==> src/rtl/spi_pkg.sv <==
// ============================================================================
//  Module     : spi_pkg
//  Description: Shared constants for the SPI serial-clock engine: FSM state
//               encodings and clock-phase mode values.
//  Revision   : 1.0 - initial release
// ============================================================================
`default_nettype none

package spi_pkg;

    // FSM state encodings
    localparam logic [1:0] c_ST_IDLE   = 2'd0;
    localparam logic [1:0] c_ST_ACTIVE = 2'd1;
    localparam logic [1:0] c_ST_TAIL   = 2'd2;

    // Clock-phase modes
    localparam logic c_CPHA_LEAD_SAMPLE = 1'b0;  // sample leading, shift trailing
    localparam logic c_CPHA_LEAD_SHIFT  = 1'b1;  // shift leading, sample trailing

endpackage

`default_nettype wire

==> src/rtl/spi_sclk_gen_if.sv <==
// ============================================================================
//  Module     : spi_sclk_gen_if
//  Description: Control/strobe bundle between the SPI master FSM / data path
//               and the serial-clock engine.
//               master : drives start/div/cpol/cpha/nbits, observes strobes
//               slave  : the clock engine itself
//  Revision   : 1.0 - initial release
// ============================================================================
`default_nettype none

interface spi_sclk_gen_if #(
    parameter int DIV_W   = 8,
    parameter int FRAME_W = 5
);
    logic               i_start;
    logic [DIV_W-1:0]   i_div;
    logic               i_cpol;
    logic               i_cpha;
    logic [FRAME_W-1:0] i_nbits;

    logic               o_sclk;
    logic               o_busy;
    logic               o_done;
    logic               o_leading_edge;
    logic               o_trailing_edge;
    logic               o_sample;
    logic               o_shift;
    logic [FRAME_W-1:0] o_bit_count;

    modport master (
        output i_start, i_div, i_cpol, i_cpha, i_nbits,
        input  o_sclk, o_busy, o_done, o_leading_edge, o_trailing_edge,
               o_sample, o_shift, o_bit_count
    );

    modport slave (
        input  i_start, i_div, i_cpol, i_cpha, i_nbits,
        output o_sclk, o_busy, o_done, o_leading_edge, o_trailing_edge,
               o_sample, o_shift, o_bit_count
    );
endinterface

`default_nettype wire

==> src/rtl/spi_half_period_cnt.sv <==
// ============================================================================
//  Module     : spi_half_period_cnt
//  Description: Reloadable down-counter that times one SCLK half-period.
//               i_clk   - system clock
//               i_rst   - synchronous reset, active-low
//               i_load  - load i_value (has priority over counting)
//               i_value - reload value (half-period minus 1)
//               o_tick  - high while the count is zero
//  Revision   : 1.0 - initial release
// ============================================================================
`default_nettype none

module spi_half_period_cnt #(
    parameter int DIV_W = 8
) (
    input  wire             i_clk,
    input  wire             i_rst,
    input  wire             i_load,
    input  wire [DIV_W-1:0] i_value,
    output logic            o_tick
);

    logic [DIV_W-1:0] r_cnt;

    always_ff @(posedge i_clk) begin
        if (!i_rst) begin
            r_cnt <= '0;
        end else if (i_load) begin
            r_cnt <= i_value;
        end else if (r_cnt != '0) begin
            r_cnt <= r_cnt - DIV_W'(1);
        end
    end

    assign o_tick = (r_cnt == '0);

endmodule

`default_nettype wire

==> src/rtl/spi_sclk_gen.sv <==
// ============================================================================
//  Module     : spi_sclk_gen
//  Description: SPI serial-clock and bit-timing engine. Generates SCLK with a
//               runtime half-period, all CPOL/CPHA modes, runtime frame length,
//               and registered edge/sample/shift strobes plus start/busy/done.
//               i_clk - system clock
//               i_rst - synchronous reset, active-low
//               bus   - control inputs and strobe outputs (slave modport)
//  Revision   : 1.0 - initial release
// ============================================================================
`default_nettype none

module spi_sclk_gen
    import spi_pkg::*;
#(
    parameter int DIV_W   = 8,
    parameter int FRAME_W = 5
) (
    input  wire           i_clk,
    input  wire           i_rst,
    spi_sclk_gen_if.slave bus
);

    logic [1:0]         r_state;
    logic [DIV_W-1:0]   r_div;
    logic               r_cpol;
    logic               r_cpha;
    logic [FRAME_W-1:0] r_nbits;
    logic [FRAME_W:0]   r_edge_cnt;   // edges already emitted in this frame
    logic               r_sclk;
    logic               r_busy;
    logic               r_done;
    logic               r_lead;
    logic               r_trail;
    logic               r_sample;
    logic               r_shift;
    logic [FRAME_W-1:0] r_bit_count;

    logic               w_idle;
    logic               w_accept;
    logic               w_tick;
    logic               w_load;
    logic [DIV_W-1:0]   w_value;
    logic               w_leading;
    logic               w_last;

    assign w_idle   = (r_state == c_ST_IDLE);
    assign w_accept = w_idle && bus.i_start;
    // Reload on frame start and on every ACTIVE edge; the reload at the last
    // edge times the TAIL half-period.
    assign w_load   = w_accept || ((r_state == c_ST_ACTIVE) && w_tick);
    assign w_value  = w_idle ? bus.i_div : r_div;

    // Even edge index = leading edge; the final edge is index 2*nbits+1.
    assign w_leading = ~r_edge_cnt[0];
    assign w_last    = (r_edge_cnt == {r_nbits, 1'b1});

    spi_half_period_cnt #(
        .DIV_W (DIV_W)
    ) u_half_period_cnt (
        .i_clk   (i_clk),
        .i_rst   (i_rst),
        .i_load  (w_load),
        .i_value (w_value),
        .o_tick  (w_tick)
    );

    always_ff @(posedge i_clk) begin
        if (!i_rst) begin
            r_state     <= c_ST_IDLE;
            r_div       <= '0;
            r_cpol      <= 1'b0;
            r_cpha      <= 1'b0;
            r_nbits     <= '0;
            r_edge_cnt  <= '0;
            r_sclk      <= 1'b0;
            r_busy      <= 1'b0;
            r_done      <= 1'b0;
            r_lead      <= 1'b0;
            r_trail     <= 1'b0;
            r_sample    <= 1'b0;
            r_shift     <= 1'b0;
            r_bit_count <= '0;
        end else begin
            r_done   <= 1'b0;
            r_lead   <= 1'b0;
            r_trail  <= 1'b0;
            r_sample <= 1'b0;
            r_shift  <= 1'b0;

            case (r_state)
                c_ST_IDLE: begin
                    // CPOL tracks the input while idle so SCLK rests at the
                    // requested level before the frame begins.
                    r_cpol      <= bus.i_cpol;
                    r_sclk      <= bus.i_cpol;
                    r_edge_cnt  <= '0;
                    r_bit_count <= '0;
                    if (bus.i_start) begin
                        r_div   <= bus.i_div;
                        r_cpha  <= bus.i_cpha;
                        r_nbits <= bus.i_nbits;
                        r_busy  <= 1'b1;
                        r_state <= c_ST_ACTIVE;
                    end
                end

                c_ST_ACTIVE: begin
                    // Bit index advances the cycle after a non-final trailing
                    // edge; the last trailing edge leaves it at nbits.
                    if (r_trail && (r_bit_count != r_nbits)) begin
                        r_bit_count <= r_bit_count + FRAME_W'(1);
                    end
                    if (w_tick) begin
                        r_sclk     <= ~r_sclk;
                        r_edge_cnt <= r_edge_cnt + (FRAME_W+1)'(1);
                        if (w_leading) begin
                            r_lead <= 1'b1;
                            if (r_cpha == c_CPHA_LEAD_SAMPLE) begin
                                r_sample <= 1'b1;
                            end else begin
                                r_shift <= 1'b1;
                            end
                        end else begin
                            r_trail <= 1'b1;
                            if (r_cpha == c_CPHA_LEAD_SHIFT) begin
                                r_sample <= 1'b1;
                            end else if (!w_last) begin
                                r_shift <= 1'b1;
                            end
                        end
                        if (w_last) begin
                            r_state <= c_ST_TAIL;
                        end
                    end
                end

                c_ST_TAIL: begin
                    // CS hold: one idle-level half-period before done.
                    if (w_tick) begin
                        r_busy      <= 1'b0;
                        r_done      <= 1'b1;
                        r_bit_count <= '0;
                        r_state     <= c_ST_IDLE;
                    end
                end

                default: begin
                    r_busy  <= 1'b0;
                    r_state <= c_ST_IDLE;
                end
            endcase
        end
    end

    assign bus.o_sclk          = r_sclk;
    assign bus.o_busy          = r_busy;
    assign bus.o_done          = r_done;
    assign bus.o_leading_edge  = r_lead;
    assign bus.o_trailing_edge = r_trail;
    assign bus.o_sample        = r_sample;
    assign bus.o_shift         = r_shift;
    assign bus.o_bit_count     = r_bit_count;

endmodule

`default_nettype wire

==> src/flat_wrapper.sv <==
// flat-port wrapper written by rule: the top's interface ports become plain ports
module spi_sclk_gen_flat import spi_pkg::*;
#(
    parameter int DIV_W   = 8,
    parameter int FRAME_W = 5
)
  (i_clk, i_rst, bus_i_start, bus_i_div, bus_i_cpol, bus_i_cpha, bus_i_nbits, bus_o_sclk, bus_o_busy, bus_o_done, bus_o_leading_edge, bus_o_trailing_edge, bus_o_sample, bus_o_shift, bus_o_bit_count);
  spi_sclk_gen_if #(.DIV_W(DIV_W), .FRAME_W(FRAME_W)) bus_i ();
  input  wire i_clk;
  input  wire i_rst;
  input wire logic [$bits(bus_i.i_start)-1:0] bus_i_start;
  input wire logic [$bits(bus_i.i_div)-1:0] bus_i_div;
  input wire logic [$bits(bus_i.i_cpol)-1:0] bus_i_cpol;
  input wire logic [$bits(bus_i.i_cpha)-1:0] bus_i_cpha;
  input wire logic [$bits(bus_i.i_nbits)-1:0] bus_i_nbits;
  output wire logic [$bits(bus_i.o_sclk)-1:0] bus_o_sclk;
  output wire logic [$bits(bus_i.o_busy)-1:0] bus_o_busy;
  output wire logic [$bits(bus_i.o_done)-1:0] bus_o_done;
  output wire logic [$bits(bus_i.o_leading_edge)-1:0] bus_o_leading_edge;
  output wire logic [$bits(bus_i.o_trailing_edge)-1:0] bus_o_trailing_edge;
  output wire logic [$bits(bus_i.o_sample)-1:0] bus_o_sample;
  output wire logic [$bits(bus_i.o_shift)-1:0] bus_o_shift;
  output wire logic [$bits(bus_i.o_bit_count)-1:0] bus_o_bit_count;
  assign bus_i.i_start = bus_i_start;
  assign bus_i.i_div = bus_i_div;
  assign bus_i.i_cpol = bus_i_cpol;
  assign bus_i.i_cpha = bus_i_cpha;
  assign bus_i.i_nbits = bus_i_nbits;
  assign bus_o_sclk = bus_i.o_sclk;
  assign bus_o_busy = bus_i.o_busy;
  assign bus_o_done = bus_i.o_done;
  assign bus_o_leading_edge = bus_i.o_leading_edge;
  assign bus_o_trailing_edge = bus_i.o_trailing_edge;
  assign bus_o_sample = bus_i.o_sample;
  assign bus_o_shift = bus_i.o_shift;
  assign bus_o_bit_count = bus_i.o_bit_count;
  spi_sclk_gen #(.DIV_W(DIV_W), .FRAME_W(FRAME_W)) u_core (.i_clk(i_clk), .i_rst(i_rst), .bus(bus_i));
endmodule
==> config.mk <==
export PLATFORM = sky130hd
export DESIGN_NAME = spi_sclk_gen_flat
export DESIGN_NICKNAME = d
export VERILOG_FILES = /design/src/rtl/spi_pkg.sv /design/src/rtl/spi_sclk_gen_if.sv /design/src/rtl/spi_half_period_cnt.sv /design/src/rtl/spi_sclk_gen.sv /design/src/flat_wrapper.sv
export SDC_FILE = /design/constraint.sdc
export NUM_CORES = 1
export LEC_CHECK = 0
export CORE_UTILIZATION = 54
export CTS_CLUSTER_SIZE = 24
export DETAILED_ROUTE_END_ITERATION = 7
export MAX_ROUTING_LAYER = met4
export PLACE_DENSITY_LB_ADDON = 0.1
export SYNTH_ARGS = -nofsm -noshare
export SYNTH_HDL_FRONTEND = slang
export SYNTH_SLANG_ARGS = --single-unit
==> constraint.sdc <==
create_clock -name i_clk -period 2.4 [get_ports i_clk]
set_input_delay 0.48 -clock i_clk [delete_from_list [all_inputs] [get_ports i_clk]]
set_output_delay 0.48 -clock i_clk [all_outputs]
set_load 0.05 [all_outputs]
==> results of run 1 <==
## worst min path at each step
stage                                  from                           end  slack [ns]  depth (start not counted)
3_5_place_dp   u_core.r_div[0]$_SDFFE_PN0P_  u_core.r_div[0]$_SDFFE_PN0P_        0.45                          2
5_1_grt        u_core.r_div[0]$_SDFFE_PN0P_  u_core.r_div[0]$_SDFFE_PN0P_        0.48                          2
4_1_cts        u_core.r_div[0]$_SDFFE_PN0P_  u_core.r_div[0]$_SDFFE_PN0P_        0.46                          2
3_3_place_gp   u_core.r_div[6]$_SDFFE_PN0P_  u_core.r_div[6]$_SDFFE_PN0P_        0.44                          2
2_1_floorplan  u_core.r_div[0]$_SDFFE_PN0P_  u_core.r_div[0]$_SDFFE_PN0P_        0.43                          2
6_report       u_core.r_div[0]$_SDFFE_PN0P_  u_core.r_div[0]$_SDFFE_PN0P_        0.46                          2
## cell type report
cell class / instances / area, um2 / share of cell area [%]
inverter: 6 / 22.5 / 0.852
clock buffer: 6 / 82.6 / 3.12
multi-input combinational: 194 / 1200 / 45.3
timing repair buffer: 45 / 410 / 15.5
sequential: 42 / 841 / 31.8
clock inverter: 1 / 30.0 / 1.14
tap: 48 / 60.1 / 2.27
## logic make-up (layout without fill, tap and decap cells)
logic type                 Yosys count  count (layout)  share of synthesized area [%]
AOI/OAI and AO/OA                   61              61                           18.5
xor gates and xnor gates            14              14                           5.80
adders and majority gates            4               4                           2.37
buffers and inverters               21              58                           3.79
DFF                                 42              42                           39.8
muxes                                8               8                           3.91
and+or+nand+nor                    107             107                           25.8
## metrics by stage
stage	total power (uW)	instance area, um2	instances
floorplan	1230	2110	257
global placement	1400	2530	335
detailed placement	1410	2530	335
CTS	1980	2640	342
global route	2080	2640	342
finish	1970	2640	342
## flip-flops by register name, indices dropped and copies added, names as in the netlist
| register | cells |
|---|---|
| u_core.bus.o_shift | 1 |
| u_core.r_cpha | 1 |
| u_core.r_edge_cnt | 6 |
| u_core.bus.o_busy | 1 |
| u_core.r_div | 8 |
| u_core.bus.o_sample | 1 |
| u_core.bus.o_bit_count | 5 |
| u_core.bus.o_done | 1 |
| u_core.u_half_period_cnt.r_cnt | 8 |
| u_core.r_state | 2 |
| u_core.r_nbits | 5 |
| u_core.bus.o_leading_edge | 1 |
| u_core.bus.o_sclk | 1 |
| u_core.bus.o_trailing_edge | 1 |
## power groups by stage
stage          Sequential [uW]  Combinational, uW  Clock [uW]
2_1_floorplan              850                376           0
3_3_place_gp               842                562           0
3_5_place_dp               846                562           0
4_1_cts                    830                568         577
5_1_grt                    844                629         607
6_report                   832                569         571
## cell usage in the layout, fill, tap and decap left out, types with 8 or more instances in the layout
| master | count |
|---|---|
| a21oi_1 | 22 |
| buf_4 | 16 |
| clkdlybuf4s50_1 | 29 |
| dfxtp_1 | 42 |
| nand2_1 | 44 |
| nor2_1 | 15 |
| o21ai_0 | 8 |
| xor2_1 | 11 |
## routing by layer
| layer | global-route usage [%] | routed length, um | part of all wire (%) |
|---|---|---|---|
| met5 | - | 0 | 0 |
| met4 | 13.3 | 68 | 1.4 |
| met3 | 4.58 | 313 | 6.3 |
| met2 | 40.8 | 2270 | 46 |
| met1 | 35.1 | 2310 | 47 |
## worst min-delay path: stages, from the launching register on
cell	delay, ns
dfxtp_1	0.31
nand2_1	0.05
a21oi_1	0.05
==> impl_metrics.py, run 1 <==
metrics = {
    "pwr": {
        "sw_frac_of_total_pct": 31.4,
        "ir_drop_mv": 0.448,
        "p_per_area_nw_per_um2": 746,
        "power.switching_uw": 620,
        "pwr-share-seq_pct": 42.2,
        "p_int_uw": 1350,
        "pwr-share-clk_pct": 29.0,
        "power_frac_comb_pct": 28.8,
        "p_leak_uw": 0.00106,
    },
    "die": {
        "dieWidth_um": 64.6,
        "rows": 22,
        "start_util_pct": 56.9,
        "io_pins": 30,
        "core_um2": 3720,
        "die_h_um": 64.6,
        "die_area_um2": 4170,
    },
    "place": {
        "port_buffers": 29,
        "dp_hpwl_mm": 3.62,
        "post-place-ws_ns": 0.267,
        "routabilityCongestion": 0.872,
    },
    "worst_setup_path": {
        "crit_family": "simple AND/OR/NAND/NOR gates",
        "criticalPathCategory": "reg2reg",
        "crit_required_ns": 2.62,
        "r2r_end": "u_core.r_edge_cnt[4]$_SDFFE_PN0P_",
        "critPathMaxStageDelay_ns": 0.59,
        "arrival_ns": 2.38,
        "r2r-start": "u_core.u_half_period_cnt.r_cnt[3]$_SDFFE_PN0P_",
        "cp.depth": 4,
        "critPathCapture": "u_core.r_edge_cnt[4]$_SDFFE_PN0P_",
        "reg2reg_depth": 4,
        "crit_path_cell_trace": "or4_4 > or3_1 > or4_1 > a31oi_1",
        "critPathBufInv": 0,
        "reg2reg_slack_ns": 0.25,
        "crit_fanout": 7,
        "end_kind": "register",
        "startpoint_type": "register",
        "startpoint": "u_core.u_half_period_cnt.r_cnt[3]$_SDFFE_PN0P_",
        "cpMaxStageDelayCell": "or4_4",
    },
    "cells_and_area": {
        "drive_gt1_share_pct": 11.6,
        "area_growth_syn_to_layout_pct": 25.1,
        "fin_util_pct": 71.1,
        "diodes": 0,
        "fillers": 332,
        "final_nets": 316,
    },
    "global_route": {
        "grt_max_degree": 20,
        "track_usage_pct": 27.1,
        "grt-ovfl-total": 0,
        "grt_antenna_before_repair": 0,
        "first_global_vias": 1815,
        "grt_pass1_wl_mm": 8.45,
    },
    "drt": {
        "drc": 0,
        "vias": 1946,
        "routed_wl_mm": 4.96,
        "first_pass_iters": 4,
        "drtAntennaViolNets": 0,
        "drtIter0Drc": 186,
        "detail_route.wl_per_cell_um": 14.5,
        "vias_per_cell": 5.69,
    },
    "clocking": {
        "cts.sinks": 42,
        "cts.htree.levels": 2,
        "clockRootBuffer": "clkbuf_8",
        "cts_hold_buffers": 0,
        "cts-buffers-inserted": 5,
        "cts_tree": "built",
        "postCtsSetupBuffers": 0,
        "clkTransAtPathRegs_ns": 0.08,
        "cts_resized": 0,
        "clk_latency_ns": 0.29,
        "clk_path_buf_depth": 2,
    },
    "timing": {
        "fmax_mhz": 464,
        "fin_setup_tns_ns": 0,
        "grt_setup_unrepaired": "false",
        "hold_violations": 0,
        "slew_violations": 0,
        "period_share_pct": 89.8,
        "slew-limit-headroom_pct": 58.8,
        "worstMarginPinSlew_ns": 0.618,
        "fin_crit_ns": 2.15,
        "fin_ws_ns": 0.245,
        "finalSetupViolCount": 0,
        "whs_ns": 0.455,
        "fin_skew_ns": 0.00272,
    },
    "synth": {
        "yosysTopAreaCellShare_pct": 39.8,
        "synth_edf_count": 0,
        "avgSynthCellArea_um2": 8.22,
        "syn-cell-area_um2": 2110,
        "synth_cell_type_count": 46,
        "synth.most_common_cell": "nand2_1",
        "async_flop_share_pct": 0,
        "ys_ff_latch": 42,
        "yosysTopAreaCell": "dfxtp_1",
        "ys.flop_type": "dfxtp_1",
        "ys_top_cells_by_area": "dfxtp_1 (40%), nand2_1 (7.8%), a21oi_1 (5.2%), xor2_1 (4.6%), mux2i_1 (2.8%)",
        "synth_commonest_cells": "nand2_1 (44), dfxtp_1 (42), a21oi_1 (22), nor2_1 (15), clkbuf_1 (14)",
        "ys_warn_count": 0,
        "ys_seq_area_share_pct": 39.8,
        "synthCells": 257,
        "synthesis.nets": 279,
    },
    "hold_path": {
        "hold_class": "reg2reg",
    },
    "run_status": {
        "outcome": "complete, no violations",
    },
    "run": {
        "maxCapViolations": 0,
    },
}
(Power assumes the default switching activity.)
==> run 2: changes to the inputs <==
Settings changed: RECOVER_POWER set to 100.
==> impl_metrics.py, run 2 (same netlist as run 1, synthesis figures left out) <==
metrics = {
    "clocking": {
        "cts_tree": "built",
        "cts.htree.levels": 2,
        "postCtsSetupBuffers": 0,
        "clk_latency_ns": 0.29,
        "clockRootBuffer": "clkbuf_8",
        "cts.sinks": 42,
        "cts-buffers-inserted": 5,
        "cts_resized": 0,
        "clk_path_buf_depth": 2,
        "clkTransAtPathRegs_ns": 0.08,
        "cts_hold_buffers": 0,
    },
    "worst_setup_path": {
        "cpMaxStageDelayCell": "or4_4",
        "reg2reg_slack_ns": 0.24,
        "crit_fanout": 7,
        "criticalPathCategory": "reg2reg",
        "crit_required_ns": 2.62,
        "end_kind": "register",
        "r2r-start": "u_core.u_half_period_cnt.r_cnt[3]$_SDFFE_PN0P_",
        "reg2reg_depth": 4,
        "startpoint_type": "register",
        "r2r_end": "u_core.r_edge_cnt[4]$_SDFFE_PN0P_",
        "startpoint": "u_core.u_half_period_cnt.r_cnt[3]$_SDFFE_PN0P_",
        "critPathMaxStageDelay_ns": 0.59,
        "critPathCapture": "u_core.r_edge_cnt[4]$_SDFFE_PN0P_",
        "arrival_ns": 2.38,
        "crit_path_cell_trace": "or4_4 > or3_1 > or4_1 > a31oi_1",
    },
    "drt": {
        "first_pass_iters": 5,
        "drc": 0,
        "vias_per_cell": 5.72,
        "detail_route.wl_per_cell_um": 14.5,
        "drtIter0Drc": 163,
        "drtAntennaViolNets": 0,
        "routed_wl_mm": 4.96,
        "vias": 1955,
    },
    "die": {
        "start_util_pct": 56.9,
        "die_h_um": 64.6,
        "io_pins": 30,
        "core_um2": 3720,
        "rows": 22,
        "die_area_um2": 4170,
        "dieWidth_um": 64.6,
    },
    "cells_and_area": {
        "largestRegisters": "u_core.r_div: 8 flops, u_core.u_half_period_cnt.r_cnt: 8 flops, u_core.r_edge_cnt: 6 flops",
        "diodes": 0,
        "final_cell_mix": "nand2_1 (44), dfxtp_1 (42), a21oi_1 (22)",
        "final_nets": 316,
        "drive_gt1_share_pct": 9.18,
        "final_area_um2": 2620,
        "layout.cells.non_filler": 342,
        "final_common_cell": "nand2_1",
        "area_growth_syn_to_layout_pct": 23.8,
    },
    "global_route": {
        "first_global_vias": 1815,
        "grt-ovfl-total": 0,
        "track_usage_pct": 27.1,
        "grt_max_degree": 20,
        "grt_antenna_before_repair": 0,
        "grt_pass1_wl_mm": 8.45,
    },
    "hold_path": {
        "hold_class": "reg2reg",
    },
    "place": {
        "dp_hpwl_mm": 3.62,
        "dp_cells": 335,
        "port_buffers": 29,
        "post_dp_cell_area_um2": 2530,
        "routabilityCongestion": 0.872,
    },
    "pwr": {
        "p_per_area_nw_per_um2": 747,
        "ir_drop_mv": 0.449,
        "p_leak_uw": 0.00107,
        "finalPower_uw": 1950,
    },
    "timing": {
        "fin_skew_ns": 0.00196,
        "fin_crit_ns": 2.16,
        "hold_violations": 0,
        "finalSetupViolCount": 0,
        "grt_setup_unrepaired": "false",
        "slew_violations": 0,
        "fmax_mhz": 463,
        "fin_setup_tns_ns": 0,
        "period_share_pct": 90.0,
        "worstMarginPinSlew_ns": 0.596,
        "slew-limit-headroom_pct": 60.2,
    },
    "run_status": {
        "outcome": "complete, no violations",
    },
    "run": {
        "maxCapViolations": 0,
    },
}
[run 2: area by class of cell]
type                    count  area [um2]
clock buffers               6        82.6
clock inverters             1        30.0
fillers                   341        1100
inverters                   6        22.5
multi-input cells         194        1190
flip-flops and latches     42         841
well taps                  48        60.1
repair buffers             45         388
[run 2: per-layer routing]
layer / routed length (um) / vias up / global-route usage (%)
met2: 2290 / 47 / 40.8
met5: 0 / - / -
met1: 2400 / 909 / 35.1
li1: - / 992 / -
met3: 194 / 7 / 4.58
met4: 71 / 0 / 13.3
[run 2: per-stage QoR]
step                      utilization, %  worst slack, ns  hold WS [ns]
after detailed placement            68.1            0.267         0.449
after global routing                70.4            0.145         0.476
after global placement              68.1            0.312         0.442
final                               70.4            0.241         0.455
after floorplan                        -            0.448         0.434
after CTS                           71.1            0.243         0.459
[run 2: worst min-delay path by stage]
stage | from | end | slack, ns | depth (start not counted)
final | u_core.r_div[0]$_SDFFE_PN0P_ | u_core.r_div[0]$_SDFFE_PN0P_ | 0.46 | 2
after global routing | u_core.r_div[0]$_SDFFE_PN0P_ | u_core.r_div[0]$_SDFFE_PN0P_ | 0.48 | 2
after CTS | u_core.r_div[0]$_SDFFE_PN0P_ | u_core.r_div[0]$_SDFFE_PN0P_ | 0.46 | 2
after detailed placement | u_core.r_div[0]$_SDFFE_PN0P_ | u_core.r_div[0]$_SDFFE_PN0P_ | 0.45 | 2
after global placement | u_core.r_div[6]$_SDFFE_PN0P_ | u_core.r_div[6]$_SDFFE_PN0P_ | 0.44 | 2
after floorplan | u_core.r_div[0]$_SDFFE_PN0P_ | u_core.r_div[0]$_SDFFE_PN0P_ | 0.43 | 2
[run 2: critical path: cells and delay by family (launching register included)]
| kind | cells | cell delay, ns |
|---|---|---|
| simple gates | 3 | 1.55 |
| flops | 1 | 0.36 |
| compound gates | 1 | 0.18 |
[run 2: where the power goes]
part	internal, uW	total [uW]	leakage, uW	switching [uW]
Combinational	241	549	0.000668	308
Clock	333	573	0.0000573	240
Sequential	759	832	0.000343	73.0
Total	1330	1950	0.00107	621
==> edit 1: new RTL, settings of run 2 <==
`FRAME_W` is set to 5 in 3 places; all go to 4.
--- a/src/rtl/spi_sclk_gen_if.sv
+++ b/src/rtl/spi_sclk_gen_if.sv
@@ -11,5 +11,5 @@
 interface spi_sclk_gen_if #(
     parameter int DIV_W   = 8,
-    parameter int FRAME_W = 5
+    parameter int FRAME_W = 4
 );
     logic               i_start;
--- a/src/rtl/spi_sclk_gen.sv
+++ b/src/rtl/spi_sclk_gen.sv
@@ -15,5 +15,5 @@
 #(
     parameter int DIV_W   = 8,
-    parameter int FRAME_W = 5
+    parameter int FRAME_W = 4
 ) (
     input  wire           i_clk,
--- a/src/flat_wrapper.sv
+++ b/src/flat_wrapper.sv
@@ -3,5 +3,5 @@
 #(
     parameter int DIV_W   = 8,
-    parameter int FRAME_W = 5
+    parameter int FRAME_W = 4
 )
   (i_clk, i_rst, bus_i_start, bus_i_div, bus_i_cpol, bus_i_cpha, bus_i_nbits, bus_o_sclk, bus_o_busy, bus_o_done, bus_o_leading_edge, bus_o_trailing_edge, bus_o_sample, bus_o_shift, bus_o_bit_count);
Ports: changed (resized bus_i_nbits and bus_o_bit_count); port bits go from 30 to 28. No check against the original RTL was run, so the function may have changed too.
==> edit 1 against run 2 <==
Combinational power is 8.0% lower; sequential cell count is 3 lower; synthesized area is 8.5% lower; final area shrank 11%; setup slack lost 3.8 ps; sequential power shrank 8.1%; largest power group unchanged; synthesized cell count shrank 9.3%; wire length is 10% lower; power is 18% lower.
==> edit 1: results (changes against run 2) <==
placed cell area: 2290 µm² (-9.6%)
met1 Track Usage GR: 35.5% (+0.31 points)
hpwl dp: 3.25 mm (-10%)
DR WL/cell: 14.3 µm (-1.6%)
commonest cells in the netlist: 39 x dfxtp_1, 39 x nand2_1, 26 x a21oi_1, 11 x clkbuf_1
worst clock skew: 13.2 ps (+11.2 ps)
Lkg Pwr: 0.914 nW (-14%)
sequential share of the synthesized area: 40.4% (+0.58 points)
Synth area leaders: dfxtp_1 40%, nand2_1 7.6%, a21oi_1 6.7%, xor2_1 4.1%, ha_1 2.6%
slowest CP cell: dlygate4sd3_1
Hold Startpoint: u_core.r_div[1]
Sw Pwr: 0.000565 W (-9.1%)
ratio of cells with drive above 1 in the final layout: 7.89% (-1.3 points)
status: finished clean
Cells after Synth: 233 (-9.3%)
VDD IR max: 0.000388 V (-14%)
setup slack, reg-to-reg: 350 ps (+110 ps)
Critical Path Source: u_core.bus.o_bit_count[0]
power share of the clock group: 20.3% (-9.0 points)
Hold Path Sink: u_core.r_div[1]
Nets: 286 (-9.5%)
crit path DAT: 1680 ps (-700 ps)
post-synthesis compound-gate area fraction: 20.0% (+1.5 points)
met3 GRT Util: 5.59% (+1.0 points)
initial DRC count: 108 (-34%)
Metal-1 WL: 2.09 mm (-13%)
CP peak stage delay: 900 ps (+310 ps)
largest net degree at the start of global routing: 29 (+45%)
placed insts: 304 (-9.3%)
FF-to-FF End: u_core.u_half_period_cnt.r_cnt[5]
CP max FO: 6 (-1)
CP top delay family: buffers and inverters
CTS root buf: clkbuf_4
non-filler cells, final: 312 (-8.8%)
DR vias: 1789 (-8.5%)
edit 1: power by group through the flow:
| stage | Sequential, W | Clock (W) | Combinational [W] |
|---|---|---|---|
| 2_1_floorplan | 0.000782 | 0 | 0.000354 |
| 3_5_place_dp | 0.000779 | 0 | 0.000524 |
| 6_report | 0.000765 | 0.000324 | 0.000505 |
| 5_1_grt | 0.000773 | 0.000355 | 0.000564 |
| 4_1_cts | 0.000764 | 0.000332 | 0.000527 |
| 3_3_place_gp | 0.000776 | 0 | 0.000516 |
edit 1: layout make-up:
class / count / area (µm²)
multi-input combinational: 177 / 1080
clock inverter: 3 / 15.0
clock buffer: 5 / 37.5
inverter: 6 / 22.5
sequential: 39 / 781
tap: 46 / 57.6
fill: 283 / 1070
timing repair buffer: 36 / 327
edit 1: through the flow:
stage	hold slack (ps)	power (W)
2_1_floorplan	432	0.00114
3_3_place_gp	441	0.00129
3_5_place_dp	446	0.00130
4_1_cts	462	0.00162
5_1_grt	478	0.00169
6_report	460	0.00159
==> edit 2: new RTL, settings of run 2 <==
Without the edit above. Reset style: asynchronous (`i_rst`), changed in 2 clocked blocks. Comments in the files are not updated.
--- a/src/rtl/spi_half_period_cnt.sv
+++ b/src/rtl/spi_half_period_cnt.sv
@@ -23,5 +23,5 @@
     logic [DIV_W-1:0] r_cnt;
 
-    always_ff @(posedge i_clk) begin
+    always_ff @(posedge i_clk or negedge i_rst) begin
         if (!i_rst) begin
             r_cnt <= '0;
--- a/src/rtl/spi_sclk_gen.sv
+++ b/src/rtl/spi_sclk_gen.sv
@@ -66,5 +66,5 @@
     );
 
-    always_ff @(posedge i_clk) begin
+    always_ff @(posedge i_clk or negedge i_rst) begin
         if (!i_rst) begin
             r_state     <= c_ST_IDLE;
Function: differs if i_rst is asserted again (counterexample within 4 cycles, from zero or initial values and one cycle with i_rst low); with i_rst held inactive, the same outputs for 10 cycles.
==> edit 2 against run 2 <==
Sequential cell count is the same; via count down 4.7%; setup slack got worse by 20 ps; hold slack improved by 26 ps; synthesized area rose by 5.7%; final area increased by 2.8%; wire length grew 1.1%; power increased by 12%; synthesized cell count fell by 8.6%; highest routed layer unchanged.
==> edit 2: results (changes against run 2) <==
post-CTS sizing: 0 (unchanged)
worst clock skew: 6.03 ps (+4.07 ps)
Primary FF master, synth: dfrtp_1
global-route wire length before repair: 8.05 mm (-4.8%)
Nets: 289 (-8.5%)
VDD IR max: 0.000517 V (+15%)
H-tree Lvls: 2 (unchanged)
sequential share of the synthesized area: 47.1% (+7.3 points)
hold_ws: 481 ps (+26.0 ps)
pin slew with the least headroom to its limit: 1480 ps (+880 ps)
asr flop ratio synth: 100% (+100 points)
Hold Path Sink: u_core.r_div[2]
crit path DAT: 1700 ps (-680 ps)
Vias/cell: 5.86 (+2.5%)
FF-to-FF End: u_core.r_edge_cnt[3]
Syn Nets: 257 (-7.9%)
total wire length: 5.02 mm (+1.1%)
largest registers: u_core.r_div: 8 flops, u_core.u_half_period_cnt.r_cnt: 8 flops, u_core.r_edge_cnt: 6 flops
Lkg Pwr: 1.22 nW (+14%)
DRT Pass-1 Iters: 4 (-1)
Num CTS Buffers: 5 (unchanged)
gr usage total: 25.4% (-1.8 points)
status: finished clean
CP peak stage delay: 910 ps (+320 ps)
hpwl dp: 3.51 mm (-3.0%)
CP top delay family: buffers and inverters
CP max FO: 7 (unchanged)
Hold Crit Depth: 2 (unchanged)
Post-CTS Setup Inserts: 0 (unchanged)
initial DRC count: 239 (+47%)
post-place setup slack: 280 ps (+13.0 ps)
Synth cell types: 46 (unchanged)
Filler cells: 335 (-1.8%)
Skew-Pair Late Insertion Delay: 300 ps
largest net degree at the start of global routing: 29 (+45%)
worst-case reg-to-reg path depth: 6 (+2)
vias in the first global route: 1761 (-3.0%)
Hold Startpoint: u_core.r_div[2]
initial antenna violation count: 0 (unchanged)
commonest cells in the netlist: 56 x nand2_1, 42 x dfrtp_1, 14 x a21oi_1, 11 x mux2i_1, 10 x xnor2_1
Crit Reg-Reg Startpoint: u_core.u_half_period_cnt.r_cnt[0]
setup slack, reg-to-reg: 250 ps
slowest CP cell: dlygate4sd3_1
Synth area leaders: dfrtp_1 47%, nand2_1 9.4%, mux2i_1 4.9%, xnor2_1 3.9%, a21oi_1 3.1%
ratio of cells with drive above 1 in the final layout: 7.09% (-2.1 points)
Placer Congestion: 0.937 (+7.5%)
edit 2: changes by cell type after synthesis, sizes merged, moves of 5 or more:
cell	run 2	this run
dfxtp	42	0
nor2	15	6
a31oi	6	1
dfrtp	0	42
mux2i	6	11
nand2	44	56
xor2	11	6
clkbuf	14	6
a21oi	22	14
xnor2	3	10
edit 2: through the flow:
stage          std cells  cell area, µm²
3_5_place_dp         310            2560
3_3_place_gp         310            2560
4_1_cts              318            2710
6_report             318            2690
2_1_floorplan        235            2230
5_1_grt              318            2690
edit 2: cell families after synthesis:
| group | after synthesis | synth area share [%] |
|---|---|---|
| compound gates | 42 | 12.0 |
| xor+xnor | 16 | 6.27 |
| fa+ha+maj | 4 | 2.24 |
| buf+inv | 14 | 3.36 |
| flops | 42 | 47.1 |
| mux | 13 | 5.94 |
| simple gates | 104 | 23.1 |
edit 2: how the worst max path moves through the flow:
stage / start / end / slack [ps] / cells past startpoint
after global placement: u_core.u_half_period_cnt.r_cnt[0] / u_core.r_edge_cnt[3] / 370 / 6
after CTS: u_core.u_half_period_cnt.r_cnt[0] / u_core.r_edge_cnt[3] / 270 / 6
after global routing: u_core.u_half_period_cnt.r_cnt[0] / u_core.r_edge_cnt[3] / 100 / 6
after detailed placement: u_core.u_half_period_cnt.r_cnt[0] / u_core.r_edge_cnt[3] / 280 / 6
final: u_core.bus.o_bit_count[2] / bus_o_bit_count[2] / 220 / 1
after floorplan: u_core.u_half_period_cnt.r_cnt[0] / u_core.r_edge_cnt[3] / 550 / 6
edit 2: worst reg2reg max path, cell delays in order, from the launching register on:
cell and delay (ps):
dfrtp_1 410, inv_1 150, ha_1 180, nor3b_2 470, nand3_2 320, mux2_2 350
a21o_1 170
edit 2: layout make-up:
type | instances | area, µm² | area share (%)
Clock buffer | 6 | 82.6 | 3.07
Sequential cell | 42 | 1050 | 39.1
Clock inverter | 2 | 60.1 | 2.23
Timing Repair Buffer | 34 | 314 | 11.7
Multi-Input combinational cell | 179 | 1100 | 40.9
Tap cell | 50 | 62.6 | 2.33
Inverter | 5 | 18.8 | 0.698
edit 2: routing by layer:
| layer | track usage [%] | share of wire [%] | up-vias |
|---|---|---|---|
| met5 | - | 0 | - |
| met4 | 11.2 | 1.7 | 0 |
| met3 | 4.48 | 5.6 | 10 |
| met2 | 39.8 | 47 | 79 |
| met1 | 32.1 | 46 | 880 |
| li1 | - | - | 895 |
edit 2: where the power goes:
| group | total [W] | internal (W) | switching (W) |
|---|---|---|---|
| Combinational | 0.000509 | 0.000239 | 0.000270 |
| Sequential | 0.000977 | 0.000821 | 0.000156 |
| Clock | 0.000704 | 0.000444 | 0.000260 |
